$ cat src/rtl/div_unit_if.sv
`default_nettype none
// +----------------------------------------------------------------------+
// | Module   : div_unit_if                                               |
// | Brief    : Request/result bundle between the EX stage and div_unit.  |
// | Revision : 1.0                                                       |
// +----------------------------------------------------------------------+
interface div_unit_if;
  logic [31:0] div_data1_i;
  logic [31:0] div_data2_i;
  logic        div_signed_i;
  logic        div_start_i;
  logic [63:0] div_result_o;
  logic        div_done_o;

  modport master (
    output div_data1_i, div_data2_i, div_signed_i, div_start_i,
    input  div_result_o, div_done_o
  );

  modport slave (
    input  div_data1_i, div_data2_i, div_signed_i, div_start_i,
    output div_result_o, div_done_o
  );
endinterface
`default_nettype wire

$ cat src/rtl/div_unit.sv
`default_nettype none
// +----------------------------------------------------------------------+
// | Module   : div_unit                                                  |
// | Brief    : 32-bit iterative restoring divider, one quotient bit per  |
// |            cycle; result = {remainder, quotient}.                    |
// |            Optional macro DIV_ZERO_SHORTCUT_EN: divide-by-zero goes  |
// |            straight from IDLE to DONE.                               |
// | Revision : 1.0                                                       |
// +----------------------------------------------------------------------+
module div_unit (
  input  wire logic   clk,
  input  wire logic   rst,
  div_unit_if.slave   bus
);

  typedef enum logic [1:0] {
    S_IDLE = 2'd0,
    S_CALC = 2'd1,
    S_DONE = 2'd2
  } state_t;

  state_t      r_state;
  state_t      w_state_nxt;
  logic [5:0]  r_cnt;
  logic [31:0] r_rem;
  logic [31:0] r_quo;
  logic [31:0] r_dvs;
  logic        r_q_neg;
  logic        r_r_neg;
  logic [63:0] r_result;
  logic        r_done;

  logic        w_load;
  logic        w_step;
  logic        w_finish;
  logic        w_short;
  logic        w_release;

  logic [31:0] w_mag1;
  logic [31:0] w_mag2;
  logic [32:0] w_partial;
  logic        w_ge;
  logic [31:0] w_rem_step;
  logic [31:0] w_quo_step;
  logic [31:0] w_rem_fix;
  logic [31:0] w_quo_fix;
  logic [63:0] w_final;
  logic        w_last;

  assign w_mag1 = (bus.div_signed_i && bus.div_data1_i[31]) ? (~bus.div_data1_i + 32'd1)
                                                            : bus.div_data1_i;
  assign w_mag2 = (bus.div_signed_i && bus.div_data2_i[31]) ? (~bus.div_data2_i + 32'd1)
                                                            : bus.div_data2_i;

  // Dividend bits shift out of r_quo into the partial remainder as quotient bits shift in.
  assign w_partial  = {r_rem, r_quo[31]};
  assign w_ge       = (w_partial >= {1'b0, r_dvs});
  assign w_rem_step = w_ge ? (w_partial[31:0] - r_dvs) : w_partial[31:0];
  assign w_quo_step = {r_quo[30:0], w_ge};
  assign w_last     = (r_cnt == 6'd31);

  // With a zero divisor every step subtracts nothing, so the remainder ends as the
  // dividend magnitude and the sign fixup restores the original dividend.
  assign w_rem_fix = r_r_neg ? (~w_rem_step + 32'd1) : w_rem_step;
  assign w_quo_fix = r_q_neg ? (~w_quo_step + 32'd1) : w_quo_step;
  assign w_final   = {w_rem_fix, (r_dvs == 32'd0) ? 32'hFFFF_FFFF : w_quo_fix};

  always_ff @(posedge clk or negedge rst) begin
    if (!rst) r_state <= S_IDLE;
    else      r_state <= w_state_nxt;
  end

  always_comb begin
    w_state_nxt = r_state;
    w_load      = 1'b0;
    w_step      = 1'b0;
    w_finish    = 1'b0;
    w_short     = 1'b0;
    w_release   = 1'b0;
    case (r_state)
      S_IDLE: begin
        if (bus.div_start_i) begin
          w_load = 1'b1;
`ifdef DIV_ZERO_SHORTCUT_EN
          if (bus.div_data2_i == 32'd0) begin
            w_short     = 1'b1;
            w_state_nxt = S_DONE;
          end else begin
            w_state_nxt = S_CALC;
          end
`else
          w_state_nxt = S_CALC;
`endif
        end
      end
      S_CALC: begin
        if (!bus.div_start_i) begin
          w_state_nxt = S_IDLE;
        end else begin
          w_step = 1'b1;
          if (w_last) begin
            w_finish    = 1'b1;
            w_state_nxt = S_DONE;
          end
        end
      end
      S_DONE: begin
        if (!bus.div_start_i) begin
          w_release   = 1'b1;
          w_state_nxt = S_IDLE;
        end
      end
      default: w_state_nxt = S_IDLE;
    endcase
  end

  always_ff @(posedge clk or negedge rst) begin
    if (!rst) begin
      r_cnt    <= 6'd0;
      r_rem    <= 32'd0;
      r_quo    <= 32'd0;
      r_dvs    <= 32'd0;
      r_q_neg  <= 1'b0;
      r_r_neg  <= 1'b0;
      r_result <= 64'd0;
      r_done   <= 1'b0;
    end else begin
      if (w_load) begin
        r_quo   <= w_mag1;
        r_dvs   <= w_mag2;
        r_rem   <= 32'd0;
        r_cnt   <= 6'd0;
        r_q_neg <= bus.div_signed_i & (bus.div_data1_i[31] ^ bus.div_data2_i[31]);
        r_r_neg <= bus.div_signed_i & bus.div_data1_i[31];
      end
      if (w_step) begin
        r_rem <= w_rem_step;
        r_quo <= w_quo_step;
        r_cnt <= r_cnt + 6'd1;
      end
      if (w_finish) begin
        r_result <= w_final;
        r_done   <= 1'b1;
      end
      if (w_short) begin
        r_result <= {bus.div_data1_i, 32'hFFFF_FFFF};
        r_done   <= 1'b1;
      end
      if (w_release) r_done <= 1'b0;
    end
  end

  assign bus.div_result_o = r_result;
  assign bus.div_done_o   = r_done;

endmodule
`default_nettype wire

$ cat src/flat_wrapper.sv
// flat-port wrapper written by rule: the top's interface ports become plain ports
module div_unit_flat 
  (clk, rst, bus_div_data1_i, bus_div_data2_i, bus_div_signed_i, bus_div_start_i, bus_div_result_o, bus_div_done_o);
  div_unit_if bus_i ();
  input  wire logic clk;
  input  wire logic rst;
  input wire logic [$bits(bus_i.div_data1_i)-1:0] bus_div_data1_i;
  input wire logic [$bits(bus_i.div_data2_i)-1:0] bus_div_data2_i;
  input wire logic [$bits(bus_i.div_signed_i)-1:0] bus_div_signed_i;
  input wire logic [$bits(bus_i.div_start_i)-1:0] bus_div_start_i;
  output wire logic [$bits(bus_i.div_result_o)-1:0] bus_div_result_o;
  output wire logic [$bits(bus_i.div_done_o)-1:0] bus_div_done_o;
  assign bus_i.div_data1_i = bus_div_data1_i;
  assign bus_i.div_data2_i = bus_div_data2_i;
  assign bus_i.div_signed_i = bus_div_signed_i;
  assign bus_i.div_start_i = bus_div_start_i;
  assign bus_div_result_o = bus_i.div_result_o;
  assign bus_div_done_o = bus_i.div_done_o;
  div_unit u_core (.clk(clk), .rst(rst), .bus(bus_i));
endmodule
$ cat config.mk
export PLATFORM = sky130hd
export DESIGN_NAME = div_unit_flat
export DESIGN_NICKNAME = d
export VERILOG_FILES = /design/src/rtl/div_unit_if.sv /design/src/rtl/div_unit.sv /design/src/flat_wrapper.sv
export SDC_FILE = /design/constraint.sdc
export NUM_CORES = 1
export LEC_CHECK = 0
export CAP_MARGIN = 20
export CELL_PAD_IN_SITES_DETAIL_PLACEMENT = 2
export CELL_PAD_IN_SITES_GLOBAL_PLACEMENT = 2
export CORE_MARGIN = 1.5
export CORE_UTILIZATION = 34
export DETAILED_ROUTE_END_ITERATION = 10
export PLACE_DENSITY = 0.78
export SLEW_MARGIN = 30
export SYNTH_ARGS = -nofsm -noshare
export SYNTH_HDL_FRONTEND = slang
export SYNTH_SLANG_ARGS = --single-unit
export TNS_END_PERCENT = 50
$ cat constraint.sdc
create_clock -name clk -period 5 [get_ports clk]
set_input_delay 0.5 -clock clk [delete_from_list [all_inputs] [get_ports clk]]
set_output_delay 0.5 -clock clk [all_outputs]
set_load 0.01 [all_outputs]
==> Implementation_results.wiki <==
{| class="wikitable"
! Metric !! Value
|-
| Antenna diode count || 0
|-
| Vertical die dimension || between 150 and 200 um
|-
| Mux contribution to synthesized area || between 2 and 2.5%
|-
| Final-stage net count || ~1,700
|-
| Total power per unit cell area || around 490 mW/mm^2
|-
| Syn-to-layout area delta || 20.6%
|-
| Overall power of the completed layout || 7.01 mW
|-
| Switching power as a share of total power || between 40 and 50%
|-
| Transition time at the pin with the least slew margin || 1020 ps
|-
| Violation count after the first detailed-routing iteration || 556
|-
| Maximum clock frequency || about 210 MHz
|-
| TritonCTS clock tree || built
|-
| Count of placed standard cells including taps || 2,048
|-
| Number of buffers created by CTS || 17
|-
| Leading cell type by number of instances after synthesis || sky130_fd_sc_hd__nand2_1
|-
| Sequential area share after synthesis || a little over a third
|-
| Area of the placeable core || ~0.035 sq mm
|-
| Number of synthesis warnings || 0
|-
| Buffers from clock root to sink, at most || 2
|-
| Critical Path Slowest Stage Cell || sky130_fd_sc_hd__ha_1
|-
| Type of element capturing the critical path || register
|-
| Die area || roughly 0.036 sq mm
|-
| GRT Resource Usage Total || ~26%
|-
| Area share of the largest cell type after synthesis || 35.7%
|-
| Post-Synthesis Cell Area || roughly 0.012 sq mm
|-
| Period minus WS final || approximately 4800 ps
|-
| Multi-input gate area in the final layout || 0.00716 sq mm
|-
| Distinct cell type count after synthesis || 75
|-
| Post-synthesis instance total || 1,515
|-
| Parity-gate share of the synthesized area counting xor and xnor cells || 9.95%
|-
| DRC viols || 0
|-
| Worst vdd ir || 0.247 mV
|-
| Placer Congestion || roughly 0.91
|-
| Outcome || completed
|-
| Area fraction in and, or, nand and nor cells after synthesis || between 20% and 30%
|-
| Compound-cell area share of the yosys netlist || ~22%
|-
| Crit share post-route || between 90% and 100%
|-
| I/O Buffers || between 100 and 150
|-
| Clock edge transition at the registers on the reported setup and hold paths || roughly 90 ps
|-
| Number of clock sinks seen by CTS || approximately 170
|-
| First-pass GRT wire length || slightly above 70 mm
|-
| Top flip-flop cell by instance count after synthesis || sky130_fd_sc_hd__dfrtp_1
|-
| Die span in x || 191 um
|-
| Half-perimeter wire length after detailed placement || 34.6 mm
|-
| Average wire per standard cell || roughly 22 um
|-
| Internal power consumption || roughly 3.7 mW
|-
| Synthesized area divided by synthesized cell count || ~8 sq um
|-
| Switch Pwr || about 3.4 mW
|-
| Fin. Hold Viols || 0
|-
| Combinational family with the most area after synthesis || compound AO/OA/AOI/OAI gates
|-
| Fraction of power consumed by sequential logic || about a quarter
|-
| Flip-flop and latch count after synthesis || ~170
|-
| Post-cts gate resize count || 1
|-
| Critical path cell sequence || inv_1 -> ha_1 -> nand4_2 -> nor3_1 -> o211ai_2 -> a31oi_4 -> or2_2 -> clkinv_4 -> mux2i_1 -> ha_1 -> nand2_1 -> nand4b_1 -> o31ai_2 -> buf_4 -> nand2_1 -> o31a_1 -> a32oi_1 -> nand2b_1
|-
| Crit path kind || register to register
|-
| Final-report max-slew violation count || 0
|-
| Maximum cell stage delay along the critical path || 480 ps
|-
| Unrepaired setup endpoints after global routing || no
|-
| Synth area leaders || sky130_fd_sc_hd__dfrtp_1 (36%), sky130_fd_sc_hd__a21oi_1 (7.2%), sky130_fd_sc_hd__o21ai_0 (6.6%)
|-
| Type of the worst min-delay path || primary input to asynchronous set/reset pin
|-
| Share of final-layout standard cells stronger than drive strength 1 || between 6 and 7%
|-
| Antenna violations before repair || 0
|-
| Critical path peak fanout || 8
|-
| Endpoint required time on the critical path || 5350 ps
|-
| Part of the power in the clock network || 20.1%
|-
| Number of non-filler instances in the completed layout || between 2,000 and 2,500
|-
| Register-to-register setup slack || 240 ps
|-
| Fraction of power consumed by combinational cells || ~54%
|-
| Count of flip-flops with a built-in enable after synthesis || 0
|-
| Fillcell total || ~4,000
|-
| Ports || ~130
|-
| Clock root cell || sky130_fd_sc_hd__clkbuf_16
|-
| Placement Rows || just under 70
|-
| Overflow left after global routing || 0
|-
| Worst skew pair latency || roughly 460 ps
|-
| Residual antenna-violating net count after detailed routing || 0
|-
| Leading cell types by count after synthesis || sky130_fd_sc_hd__nand2_1 (198), sky130_fd_sc_hd__a21oi_1 (172), sky130_fd_sc_hd__dfrtp_1 (171)
|-
| Initial Utilization || between 30% and 40%
|-
| Kind of start point of the critical path || register
|-
| Post-synth ARST share || 100%
|-
| Post-detailed-routing wire length || ~46 mm
|-
| Maximum Capacitance Violations || 0
|-
| Number of global-route vias before repair || between 10,000 and 15,000
|-
| Final number of setup-violating endpoints || 0
|-
| Yosys top cell by area || sky130_fd_sc_hd__dfrtp_1
|-
| Max_slew headroom || a little under a third
|-
| TritonRoute pass-1 iters || 5
|-
| Cell leakage power || a little under 6 nW
|-
| Net count of the mapped netlist || around 1,600
|-
| Post-Route Skew || roughly 18 ps
|-
| Pin count of the biggest net entering global routing || between 80 and 90
|-
| Number of buffers inserted by post-CTS setup repair || 0
|-
| H-tree depth reported by CTS || 4
|-
| Count of hold-fix buffers inserted at cts || 0
|-
| Via count || between 10,000 and 15,000
|-
| Worst hold slack || 149 ps
|-
| Register area || 0.00428 sq mm
|-
| Post-synthesis adder-cell area fraction || 4.03%
|-
| Number of vias per cell || 5.67
|-
| Arrival time at the worst endpoint || approximately 5000 ps
|}
cell type report:
class                   instances  area share (%)
clock buffers                  18            2.97
clock inverters                14            1.23
inverters                      58            1.54
multi-input cells            1200            49.6
flip-flops and latches        171            29.7
well taps                     455            3.94
repair buffers                164            11.0
path summary, 6_finish.rpt:
check	end	start	cells after the start
worst max-delay path	u_core.bus.div_result_o[62]	u_core.r_dvs[16]	18
worst min-delay path	u_core.bus.div_result_o[49]	rst	1
worst max register to register	u_core.bus.div_result_o[62]	u_core.r_dvs[16]	18
worst min register to register	u_core.bus.div_result_o[60]	u_core.bus.div_result_o[60]	2
max in group asynchronous	u_core.r_rem[21]	rst	2
min in group clk	u_core.bus.div_result_o[60]	u_core.bus.div_result_o[60]	2
through the flow:
| step | cell area (sq um) | worst slack [ps] | util, % | TNS [ps] |
|---|---|---|---|---|
| 2_1_floorplan | 12000 | 525 | - | 0 |
| 3_3_place_gp | 13800 | 63.7 | 39.7 | 0 |
| 3_5_place_dp | 13800 | -81.5 | 39.8 | -122 |
| 4_1_cts | 14400 | 86.5 | 41.6 | 0 |
| 5_1_grt | 14400 | 14.2 | 41.7 | 0 |
| 6_report | 14400 | 242 | 41.7 | 0 |
cell families after synthesis:
kind of cell | after synthesis
AO/OA/AOI/OAI | 453
XOR/XNOR | 136
adder cells (fa/ha/maj) | 38
buffers and inverters | 144
flip-flops | 171
multiplexers | 26
AND/OR/NAND/NOR | 547
placed cells by master (no fill, tap or decap), types with 17 or more instances in the layout:
cell	count
sky130_fd_sc_hd__nand2_1	197
sky130_fd_sc_hd__o31ai_1	23
sky130_fd_sc_hd__a21oi_1	172
sky130_fd_sc_hd__nor2_1	163
sky130_fd_sc_hd__o21ai_0	156
sky130_fd_sc_hd__clkdlybuf4s50_1	131
sky130_fd_sc_hd__buf_4	30
sky130_fd_sc_hd__nor3_1	38
sky130_fd_sc_hd__clkbuf_16	17
sky130_fd_sc_hd__ha_1	37
sky130_fd_sc_hd__inv_1	57
sky130_fd_sc_hd__nor4_1	23
sky130_fd_sc_hd__dfrtp_1	169
sky130_fd_sc_hd__xnor2_1	69
sky130_fd_sc_hd__mux2i_1	22
sky130_fd_sc_hd__xor2_1	67
sky130_fd_sc_hd__nand3_1	22
routing by layer:
metal	track usage (%)	vias to the layer above	routed length, um
met4	7.72	0	994
met3	3.44	50	1700
li1	-	5519	-
met5	0	-	0
met2	40.2	243	20600
met1	36.4	5984	22300
worst max-delay path: cells and delay by family, from the launching register on:
kind | cells | cell delay (ps)
and+or+nand+nor | 7 | 1470
AOI/OAI and AO/OA | 5 | 1470
adders and majority gates | 2 | 730
DFF | 1 | 440
buffers and inverters | 3 | 320
muxes | 1 | 210
power by group through the flow:
| stage | registers (mW) | clock network, mW | logic (mW) |
|---|---|---|---|
| after detailed placement | 1.85 | 0 | 3.67 |
| after CTS | 1.83 | 1.44 | 3.72 |
| after global placement | 1.84 | 0 | 3.53 |
| final | 1.84 | 1.41 | 3.76 |
| after floorplan | 1.73 | 0 | 2.51 |
| after global routing | 1.86 | 1.49 | 4.11 |
state kept, by name, summed over array words and instances, names as in the netlist:
signal	cells
u_core.r_rem	32
u_core.bus.div_done_o	1
u_core.r_dvs	32
u_core.r_q_neg	1
u_core.r_quo	32
u_core.r_cnt	6
u_core.r_r_neg	1
u_core.r_state	2
u_core.bus.div_result_o	64
Note: power is estimated with default switching activity, not from simulation.
